===== src/rtl/rf_write_buffer.sv =====
// rf_write_buffer: in-order write FIFO feeding the register file write port, with forwarding lookups (RF_WRITE_BUFFER_FORWARD_EN).
module rf_write_buffer #(
  parameter int DEPTH = 4,
  parameter int DATA_W = 16,
  parameter int REG_W = 3
) (
  input  logic                     clk,
  input  logic                     rst_n,
  input  logic                     in_valid,
  input  logic [REG_W-1:0]         in_reg,
  input  logic [DATA_W-1:0]        in_data,
  output logic                     in_ready,
  input  logic                     rf_hold,
  output logic [REG_W-1:0]         writeRegSel,
  output logic [DATA_W-1:0]        writeData,
  output logic                     writeEn,
  input  logic [REG_W-1:0]         look1Sel,
  input  logic [REG_W-1:0]         look2Sel,
  output logic                     look1Hit,
  output logic                     look2Hit,
  output logic [DATA_W-1:0]        look1Data,
  output logic [DATA_W-1:0]        look2Data,
  output logic [$clog2(DEPTH):0]   count,
  output logic                     err
);
  localparam int PW = $clog2(DEPTH);
  logic [REG_W-1:0] regMem [DEPTH];
  logic [DATA_W-1:0] dataMem [DEPTH];
  logic [PW-1:0] head, tail;
  logic push;
  assign in_ready = count != (PW+1)'(DEPTH);
  assign push = in_valid & in_ready;
  assign writeEn = (count != '0) & ~rf_hold;
  assign writeRegSel = regMem[head];
  assign writeData = dataMem[head];
  always_ff @(posedge clk or negedge rst_n) begin
    if (!rst_n) begin
      head <= '0;
      tail <= '0;
      count <= '0;
      err <= 1'b0;
      for (int i = 0; i < DEPTH; i++) begin
        regMem[i] <= '0;
        dataMem[i] <= '0;
      end
    end else begin
      if (push) begin
        regMem[tail] <= in_reg;
        dataMem[tail] <= in_data;
        tail <= tail + 1'b1;
      end
      if (writeEn) head <= head + 1'b1;
      count <= count + (PW+1)'(push) - (PW+1)'(writeEn);
      err <= in_valid & ~in_ready;
    end
  end
`ifdef RF_WRITE_BUFFER_FORWARD_EN
  logic [PW-1:0] scanIdx;
  // Scan oldest to youngest so the youngest match wins.
  always_comb begin
    look1Hit = 1'b0;
    look2Hit = 1'b0;
    look1Data = '0;
    look2Data = '0;
    scanIdx = head;
    for (int k = 0; k < DEPTH; k++) begin
      scanIdx = head + PW'(k);
      if ((PW+1)'(k) < count && regMem[scanIdx] == look1Sel) begin
        look1Hit = 1'b1;
        look1Data = dataMem[scanIdx];
      end
      if ((PW+1)'(k) < count && regMem[scanIdx] == look2Sel) begin
        look2Hit = 1'b1;
        look2Data = dataMem[scanIdx];
      end
    end
  end
`else
  logic unusedSel;
  assign unusedSel = ^{look1Sel, look2Sel};
  assign look1Hit = 1'b0;
  assign look2Hit = 1'b0;
  assign look1Data = '0;
  assign look2Data = '0;
`endif
endmodule


===== config.mk =====
export PLATFORM = sky130hd
export DESIGN_NAME = rf_write_buffer
export DESIGN_NICKNAME = d
export VERILOG_FILES = /design/src/rtl/rf_write_buffer.sv
export SDC_FILE = /design/constraint.sdc
export NUM_CORES = 1
export LEC_CHECK = 0
export ABC_AREA = 0
export CORE_MARGIN = 2
export CORE_UTILIZATION = 55
export CTS_BUF_LIST = sky130_fd_sc_hd__clkbuf_16
export CTS_CLUSTER_DIAMETER = 50
export CTS_CLUSTER_SIZE = 20
export DETAILED_ROUTE_END_ITERATION = 10
export PLACE_DENSITY = 0.85
export RECOVER_POWER = 100
export REMOVE_ABC_BUFFERS = 1
export SYNTH_ARGS = -nofsm -noshare
export SYNTH_HDL_FRONTEND = slang
export SYNTH_SLANG_ARGS = --single-unit

===== constraint.sdc =====
create_clock -name clk -period 6.4 [get_ports clk]
set_input_delay 1.6 -clock clk [delete_from_list [all_inputs] [get_ports clk]]
set_output_delay 1.6 -clock clk [all_outputs]
set_load 0.1 [all_outputs]

After elaboration in Yosys (flattened, before gate mapping)
Cells that the tools add are included.

Bits in registers: 84. Latch bits: 0. RAM bits: 0. Bits in read-only memories: 0. Bits of input ports: 29. Output and inout port bits: 59. Logic and storage cells: 41. Memories: 0.

Add/subtract/negate cells: 4. Multipliers: 0. Div/mod/pow operators: 0. Magnitude comparators: 3. Equal/unequal tests: 1. Shift-type cells: 0. Multiplexer cells: 12. Bitwise gates (word level): 7. Reduce and logical (&&, ||, !) cells: 2.

Operators by type and width (number): 64-bit bitwise mux (1); 16-bit two-way mux (3); 16-bit binary-select mux with 2-bit select (1); 16-bit demux with 2-bit select (1); 12-bit bitwise mux (1); 3-bit two-way mux (3); 3-bit binary-select mux with 2-bit select (1); 3-bit demux with 2-bit select (1); 3-bit greater-or-equal comparator (second input constant) (2); 2-bit NOT with 3-bit output (2); 2-bit by 1-bit adder with 2-bit output (second input constant) (2); 3-bit by 1-bit adder with 3-bit output (1); 1-bit bitwise AND (3); 3-bit by 1-bit < comparator with 1-bit output (second input constant) (1); 3-bit != test (second input constant) (1); 3-bit nonzero test (1); 3-bit by 1-bit subtractor with 3-bit output (1); 1-bit NOT (2); 1-bit logical AND (1).

Depth between registers and ports, before layout
Gate-level depths: netlist (run 1).

Word-level depth: 6. Depth in mapped cells: 10. Gate-level depth less buffers: 9.

Worst setup path before layout (run 1)
Ideal clock, no wire load.

Path kind: input port to output port. Start: input rf_hold. End: output writeEn. Arrival: 2944 ps. Required time: 4800 ps. Slack: 1856 ps. Stages: 1. Buffers on the path: 0. Cell sequence: nor2_1.

Cells in the longest elaborated chain, start to end: 2.

Ends and longest elaborated chain: start: declaration (RTL line 13) `input logic rf_hold,`; 1-bit NOT (RTL line 33) `assign writeEn = (count != '0) & ~rf_hold;`; 1-bit bitwise AND (RTL line 33); end: declaration (RTL line 16) `output logic writeEn,`.

No other way between the ends.

Worst setup path in the final report (run 1)
Ends and elaborated chain as after synthesis.

==> results.txt, run 1 <==
CP required - 4.80 ns
drt total wl - 6969 um
CTS H-tree lvls - 3
largest net degree at the start of global routing - 85
CP max stage delay - 1.25 ns
Layout area overhead - 12.16%
HP Class - flop to flop
Period Utilization, post-route - 0.8181
Max Transition Viols Final - 85
Worst-path clk slew - 0.06 ns
Post-DRT Antenna Nets - 0
crit path DAT - 3.64 ns
Worst-Margin Slew - 2.045 ns
CP max FO - 3
vias post-DR - 2104
drc violations - 0
n_diodes - 0
Multi-input gate area - 1634 sq um
Final GP Congestion - 0.6867
Final TNS setup - 0 ns
Mean Syn Cell Area - 16.32 sq um
hold path startpoint - dataMem[30]
initial antenna violation count - 0
post-synthesis register bit count - 84
CP most frequent cell - dlygate4sd3_1
dominant cell type by area after synthesis - dfrtp_1
Fin Clk Skew - 0.008864 ns
top cells by area, synth - dfrtp_1 (50%), mux2_4 (14%), mux4_2 (10%), mux2_2 (10%), buf_4 (6.1%)
Setup crit end kind - output port
family with the most delay on the worst path - buffers and inverters
Mapped Area - 4179 sq um
Pre-Repair DR Iteration Count - 4
relative slew slack - -0.3632
Total Routing Usage GR - 0.1836
latest clock arrival within the worst-skew pair - 0.33 ns
Syn. warnings - 0
CTS Hold Buffers Added - 0
Max Freq - 191.0 MHz
crit path time final - 5.236 ns
post-CTS setup buffer count - 0
Reg2Reg Launch Point - count[1]
RSZ-0062 raised after global routing - no
post-synth top area share - 0.5030
post-place setup slack - 1.355 ns
Chip Height - 91.17 um
CTS tree - done
post-CTS sizing - 0
Final Hold Viols - 0
core box area - 7292 sq um
Final WS setup - 1.164 ns
CP max-delay cell - dlygate4sd3_1
initial core utilization - 0.5731
failing checks - max-capacitance violations, max-slew violations
clk sinks - 84
Clock Tree Buf Depth - 2
cts bufs inserted - 9
maxcap violations - 1
Setup crit start - rf_hold
clock tree root buffer cell - clkbuf_16
DIE AREA - 8311 sq um
Detailed Place HPWL - 4272 um
CP Launch Type - input pin
port bufs - 47
Die Wd - 91.17 um
global route overflow - 0
layout cells sized above 1 - 0.2419
IO Pins - 88
CP Buf/Inv Count - 2
gate count after technology mapping - 256
DRT iter0 DRCs - 126
register area - 2102 sq um
fillers - 588
status - complete, but fails checks
cells along the critical path - dlygate4sd3_1 > nor2_1 > dlygate4sd3_1
fin nets - 341
Seq/Total Area, Yosys - 0.5030
Yosys cell types - 21
Core Rows - 31
vias in the first global route - 2310
WL/cell - 17.04 um
wire length of the first global-routing pass - 11720 um
kind of critical path - input pin to output port
endpoints failing setup - 0
Via density - 5.144
through the flow:
step	std cells	cell area [sq um]	utilization	hold slack (ns)
2_1_floorplan	242	3894	-	0.4752
3_3_place_gp	393	4523	0.6203	0.4835
3_5_place_dp	393	4523	0.6203	0.4910
4_1_cts	409	4840	0.6637	0.5043
5_1_grt	409	4687	0.6428	0.4997
6_report	409	4687	0.6428	0.4845
registers in the layout, indices dropped and copies added (netlist names):
name	count
dataMem	64
count	3
head	2
tail	2
regMem	12
err	1
worst register-to-register path: cells and delay by family, from the launching register on:
family | cells | cell delay, ns
buffers and inverters | 1 | 0.97
DFF | 1 | 0.46
muxes | 1 | 0.44
and+or+nand+nor | 2 | 0.43
worst paths after layout:
check	to	slack [ns]	depth (start not counted)
max reg2reg	dataMem[20]	3.98	4
max	writeEn	1.16	3
max in group asynchronous	dataMem[53]	3.35	1
min in group asynchronous	tail[1]	1.83	1
min reg2reg	dataMem[30]	0.48	1
min	dataMem[30]	0.48	1
final cells by class:
cell class                 count  area share
tap                           99     0.02643
clock inverter                 7     0.01949
sequential                    84      0.4485
multi-input combinational    152      0.3486
inverter                       6    0.004805
timing repair buffer          52      0.1041
clock buffer                   9     0.04805
cells in the final DEF (no fill, tap or decap), drive strengths merged:
master / instances
nand2: 1
clkinv: 3
clkbuf: 14
or3b: 1
dlygate4sd3: 27
nor3b: 1
dfrtp: 84
bufinv: 2
inv: 6
mux4: 19
buf: 1
conb: 34
ha: 6
xnor2: 3
fa: 1
mux2: 77
nor2: 2
clkdlybuf4s50: 19
xor2: 2
and3: 4
clkinvlp: 2
nor3: 1
metal layers:
| metal | vias up | track usage | share of wire | routed length [um] |
|---|---|---|---|---|
| li1 | 932 | - | - | - |
| met1 | 1103 | 0.2523 | 0.45 | 3148 |
| met2 | 60 | 0.2864 | 0.49 | 3428 |
| met3 | 9 | 0.06224 | 0.047 | 328 |
| met4 | 0 | 0.04167 | 0.0092 | 64 |
| met5 | - | 0 | 0 | 0 |
cells in the mapped netlist:
library cell,count
dfrtp_1,84
mux2_4,40
mux2_2,37
buf_4,34
mux4_2,19
ha_1,6
inv_1,6
buf_6,5
and3_1,4
buf_12,4
xnor2_1,3
buf_2,2
clkbuf_1,2
nor2_1,2
xor2_1,2
conb_1,1
fa_1,1
nand2_1,1
nor3_1,1
nor3b_1,1
or3b_1,1
cells by family (layout without fill, tap and decap cells):
logic type               count (synthesis)  count (layout)  share of synthesized area
XOR/XNOR                                 5               5                    0.01048
adder cells (fa/ha/maj)                  7               7                    0.02275
buffers and inverters                   53              74                     0.1033
flip-flops                              84              84                     0.5030
multiplexers                            96              96                     0.3458
other                                    1              34                  0.0008973
AND/OR/NAND/NOR                         10              10                    0.01377
Power of run 1 is not shown: default switching activity piles up to over one toggle a cycle in this logic, so the estimate is an artifact.
==> run 2, diff against run 1 <==
--- a/config.mk
+++ b/config.mk
@@ -7,12 +7,12 @@
 export LEC_CHECK = 0
 export ABC_AREA = 0
 export CORE_MARGIN = 2
-export CORE_UTILIZATION = 55
+export CORE_UTILIZATION = 46
 export CTS_BUF_LIST = sky130_fd_sc_hd__clkbuf_16
 export CTS_CLUSTER_DIAMETER = 50
 export CTS_CLUSTER_SIZE = 20
 export DETAILED_ROUTE_END_ITERATION = 10
-export PLACE_DENSITY = 0.85
+export PLACE_DENSITY = 0.76
 export RECOVER_POWER = 100
 export REMOVE_ABC_BUFFERS = 1
 export SYNTH_ARGS = -nofsm -noshare
==> constraint.sdc (replaced) <==
create_clock -name clk -period 4.5 [get_ports clk]
set_input_delay 1.125 -clock clk [delete_from_list [all_inputs] [get_ports clk]]
set_output_delay 1.125 -clock clk [all_outputs]
set_load 0.1 [all_outputs]
==> results.txt, run 2 (synthesis results as in run 1) <==
status - complete, but fails checks
failing checks - max-capacitance violations, max-slew violations
Clock Tree Buf Depth - 2 (unchanged)
CTS Hold Buffers Added - 0 (unchanged)
clock tree root buffer cell - clkbuf_16
CTS tree - done
Die Wd - 99.32 um (+8.9%)
crit path time final - 3.954 ns
layout cells sized above 1 - 0.2572 (+0.01530)
Post-DRT Antenna Nets - 0 (unchanged)
RSZ-0062 raised after global routing - no
post-CTS setup buffer count - 0 (unchanged)
Fin Clk Skew - 0.005695 ns (-0.003169 ns)
drc violations - 0 (unchanged)
Layout area overhead - 8.952%
CP Launch Type - input pin
Worst-path clk slew - 0.06 ns (about the same)
wire length of the first global-routing pass - 11690 um (-0.30%)
port bufs - 47 (unchanged)
Period Utilization, post-route - 0.8786
Detailed Place HPWL - 4620 um (+8.1%)
family with the most delay on the worst path - buffers and inverters
most frequent cells in the layout - dfrtp_1 (84), mux2_2 (37), mux2_1 (36)
WHS - 0.4834 ns (-0.001185 ns)
Reg2Reg Depth - 4 (unchanged)
Core Rows - 34 (+9.7%)
clk sinks - 84 (unchanged)
post-CTS sizing - 0 (unchanged)
Max Transition Viols Final - 85 (unchanged)
commonest non-fill, non-tap cell in the layout - dfrtp_1
largest net degree at the start of global routing - 85 (unchanged)
DP Area - 4492 sq um (-0.69%)
Final GP Congestion - 0.7024 (+2.3%)
cells along the critical path - dlygate4sd3_1 > nor2_1 > clkbuf_1
fin nets - 342 (+0.29%)
crit path DAT - 2.83 ns (-0.81 ns)
CP max stage delay - 0.90 ns (-0.35 ns)
CP required - 3.38 ns (-1.42 ns)
IO Pins - 88 (unchanged)
vias post-DR - 2111 (+0.33%)
Chip Height - 99.32 um (+8.9%)
CP max-delay cell - clkbuf_1
DIE AREA - 9863 sq um (+19%)
WL/cell - 17.01 um (-0.16%)
global route overflow - 0 (unchanged)
Final WS setup - 0.5462 ns (-0.6182 ns)
n_diodes - 0 (unchanged)
latest clock arrival within the worst-skew pair - 0.33 ns (about the same)
Reg with most FFs - dataMem
relative slew slack - -0.3716 (-0.008459)
vias in the first global route - 2225 (-3.7%)
Hold Crit Depth - 1 (unchanged)
HP Class - flop to flop
top flop regs - dataMem: 64 flops, regMem: 12 flops, count: 3 flops
endpoints failing setup - 0 (unchanged)
initial antenna violation count - 0 (unchanged)
CTS H-tree lvls - 3 (unchanged)
Max Freq - 252.9 MHz
Pre-Repair DR Iteration Count - 4 (unchanged)
drt total wl - 7128 um (+2.3%)
max FFs per register - 64 (unchanged)
kind of critical path - input pin to output port
Final Hold Viols - 0 (unchanged)
post-place setup slack - 1.225 ns (-0.1296 ns)
initial core utilization - 0.4769 (-0.09623)
Worst-Margin Slew - 2.057 ns (+0.01269 ns)
maxcap violations - 1 (unchanged)
CP Depth - 3 (unchanged)
DRT iter0 DRCs - 116 (-7.9%)
cts bufs inserted - 9 (unchanged)
core box area - 8763 sq um (+20%)
CP Buf/Inv Count - 2 (unchanged)
Setup crit end kind - output port
Design Area, Final - 4553 sq um (-2.9%)
Via density - 5.038 (-2.1%)
Final TNS setup - 0 ns (unchanged)
CP max FO - 3 (unchanged)
Total Routing Usage GR - 0.1560 (-0.02758)
-- run 2: changes by cell type in the layout (fill, tap and decap cells not counted), sizes merged --
cell         before  now
dlygate4sd3      27    7
clkbuf           14   34
buf               1    2
clkinvlp          2    1
clkinv            3    5
bufinv            2    1
-- run 2: final timing paths --
kind | from | endpoint | slack, ns
min | dataMem[25] | dataMem[25] | 0.48
min in group asynchronous | rst_n | count[0] | 1.38
min reg2reg | dataMem[25] | dataMem[25] | 0.48
max | rf_hold | writeEn | 0.55
max in group asynchronous | rst_n | dataMem[46] | 1.90
max reg2reg | count[1] | dataMem[16] | 2.08
-- run 2: layout make-up --
type,count,area [sq um]
Inverter,6,22.52
Fill cell,796,4210
Clock buffer,9,225.2
Tap cell,108,135.1
Timing Repair Buffer,53,376.6
Multi-Input combinational cell,152,1634
Clock inverter,7,57.56
Sequential cell,84,2102
-- run 2: routing by layer --
metal / track usage / vias to the layer above / part of all wire
li1: - / 940 / -
met1: 0.2259 / 1106 / 0.47
met2: 0.2302 / 59 / 0.47
met3: 0.03443 / 6 / 0.043
met4: 0.06322 / 0 / 0.0091
met5: 0 / - / 0
-- run 2: through the flow --
| step | std cells | utilization |
|---|---|---|
| finish | 419 | 0.5196 |
| floorplan | 242 | - |
| CTS | 419 | 0.5448 |
| global route | 419 | 0.5196 |
| global placement | 403 | 0.5126 |
| detailed placement | 403 | 0.5126 |
-- run 2: worst register-to-register path: cells and delay by family, from the launching register on --
family | cells | cell delay (ns)
mux | 1 | 0.43
buf+inv | 1 | 0.82
flops | 1 | 0.45
simple gates | 2 | 0.60
Power of run 2 is left out for the same reason.
==> run 3, diff against run 2 <==
--- a/config.mk
+++ b/config.mk
@@ -6,6 +6,7 @@
 export NUM_CORES = 1
 export LEC_CHECK = 0
 export ABC_AREA = 0
+export CAP_MARGIN = 20
 export CORE_MARGIN = 2
 export CORE_UTILIZATION = 46
 export CTS_BUF_LIST = sky130_fd_sc_hd__clkbuf_16
==> results.txt, run 3 (synthesis results as in run 1) <==
CP Buf/Inv Count - 2 (unchanged)
latest clock arrival within the worst-skew pair - 0.33 ns (about the same)
post-CTS setup buffer count - 0 (unchanged)
CP max FO - 3 (unchanged)
Max Freq - 253.0 MHz (about the same)
Period Utilization, post-route - 0.8784 (about the same)
CTS tree - done
clock tree root buffer cell - clkbuf_16
CP Launch Type - input pin
R2R Setup Slk - 2.08 ns (about the same)
CTS H-tree lvls - 3 (unchanged)
clk sinks - 84 (unchanged)
Final TNS setup - 0 ns (unchanged)
DRT iter0 DRCs - 76 (-34%)
WL/cell - 17.03 um (about the same)
cts bufs inserted - 9 (unchanged)
commonest non-fill, non-tap cell in the layout - dfrtp_1
drt total wl - 7151 um (+0.32%)
layout cells sized above 1 - 0.2564 (-0.0008245)
CP max stage delay - 0.90 ns (about the same)
CTS Hold Buffers Added - 0 (unchanged)
Post-DRT Antenna Nets - 0 (unchanged)
kind of critical path - input pin to output port
RSZ-0062 raised after global routing - no
Reg with most FFs - dataMem
Final Hold Viols - 0 (unchanged)
endpoints failing setup - 0 (unchanged)
Pre-Repair DR Iteration Count - 4 (unchanged)
WHS - 0.4810 ns (-0.002325 ns)
maxcap violations - 1 (unchanged)
Via density - 5.088 (+0.99%)
Final GP Congestion - 0.7024 (unchanged)
crit path time final - 3.953 ns (-0.0009850 ns)
Total Routing Usage GR - 0.1560 (unchanged)
most frequent cells in the layout - dfrtp_1 (84), mux2_2 (37), mux2_1 (36)
drc violations - 0 (unchanged)
post-CTS sizing - 0 (unchanged)
Die Wd - 99.32 um (unchanged)
vias post-DR - 2137 (+1.2%)
n_diodes - 0 (unchanged)
HP Class - flop to flop
Worst-path clk slew - 0.06 ns (about the same)
CP required - 3.38 ns (about the same)
vias in the first global route - 2225 (unchanged)
Max Transition Viols Final - 65 (-24%)
global route overflow - 0 (unchanged)
Layout area overhead - 9.042% (about the same)
largest net degree at the start of global routing - 85 (unchanged)
Setup crit end kind - output port
core box area - 8763 sq um (unchanged)
relative slew slack - -0.03906 (+0.3326)
crit path DAT - 2.83 ns (about the same)
Clock Tree Buf Depth - 2 (unchanged)
fillers - 798 (+0.25%)
family with the most delay on the worst path - buffers and inverters
initial core utilization - 0.4769 (unchanged)
port bufs - 47 (unchanged)
Chip Height - 99.32 um (unchanged)
failing checks - max-capacitance violations, max-slew violations
initial antenna violation count - 0 (unchanged)
post-route insts no fill - 420 (+0.24%)
top flop regs - dataMem: 64 flops, regMem: 12 flops, count: 3 flops
cells along the critical path - dlygate4sd3_1 > nor2_1 > clkbuf_1
wire length of the first global-routing pass - 11690 um (unchanged)
Fin Clk Skew - 0.005990 ns (+0.0002952 ns)
Core Rows - 34 (unchanged)
CP max-delay cell - clkbuf_1
final core occ - 0.5200 (about the same)
fin nets - 343 (+0.29%)
Worst-Margin Slew - 1.559 ns (-0.4989 ns)
Placed Cells - 403 (unchanged)
status - complete, but fails checks
max FFs per register - 64 (unchanged)
IO Pins - 88 (unchanged)
DIE AREA - 9863 sq um (unchanged)
Detailed Place HPWL - 4620 um (unchanged)
==> run 3: cell count changes in the layout (fill, tap and decap cells not counted) <==
cell,change
clkbuf_1,+1
==> run 3: final cells by class <==
cell class                      count  area [sq um]  share of cell area
Clock buffer                        9         225.2             0.04942
Clock inverter                      7         57.56             0.01263
Inverter                            6         22.52            0.004942
Multi-Input combinational cell    152          1634              0.3586
Sequential cell                    84          2102              0.4613
Tap cell                          108         135.1             0.02965
Timing Repair Buffer               54         380.4             0.08347
==> run 3: path summary, 6_finish.rpt <==
kind,startpoint,end,depth (start not counted)
max in group asynchronous,rst_n,dataMem[46],2
min reg2reg,dataMem[25],dataMem[25],1
min,dataMem[25],dataMem[25],1
max,rf_hold,writeEn,3
max reg2reg,count[1],dataMem[62],4
min in group asynchronous,rst_n,count[0],1
==> run 3: per-layer routing <==
| layer | share of wire | GRT usage |
|---|---|---|
| met1 | 0.47 | 0.2259 |
| met4 | 0.0071 | 0.06322 |
| met5 | 0 | 0 |
| met2 | 0.48 | 0.2302 |
| met3 | 0.045 | 0.03443 |
==> run 3: through the flow <==
| stage | instance area (sq um) | worst slack, ns |
|---|---|---|
| final | 4557 | 0.5472 |
| after global placement | 4492 | 1.231 |
| after detailed placement | 4492 | 1.225 |
| after CTS | 4775 | 0.9459 |
| after floorplan | 3894 | 0.4819 |
| after global routing | 4557 | 0.4711 |
Power of run 3 is left out for the same reason.
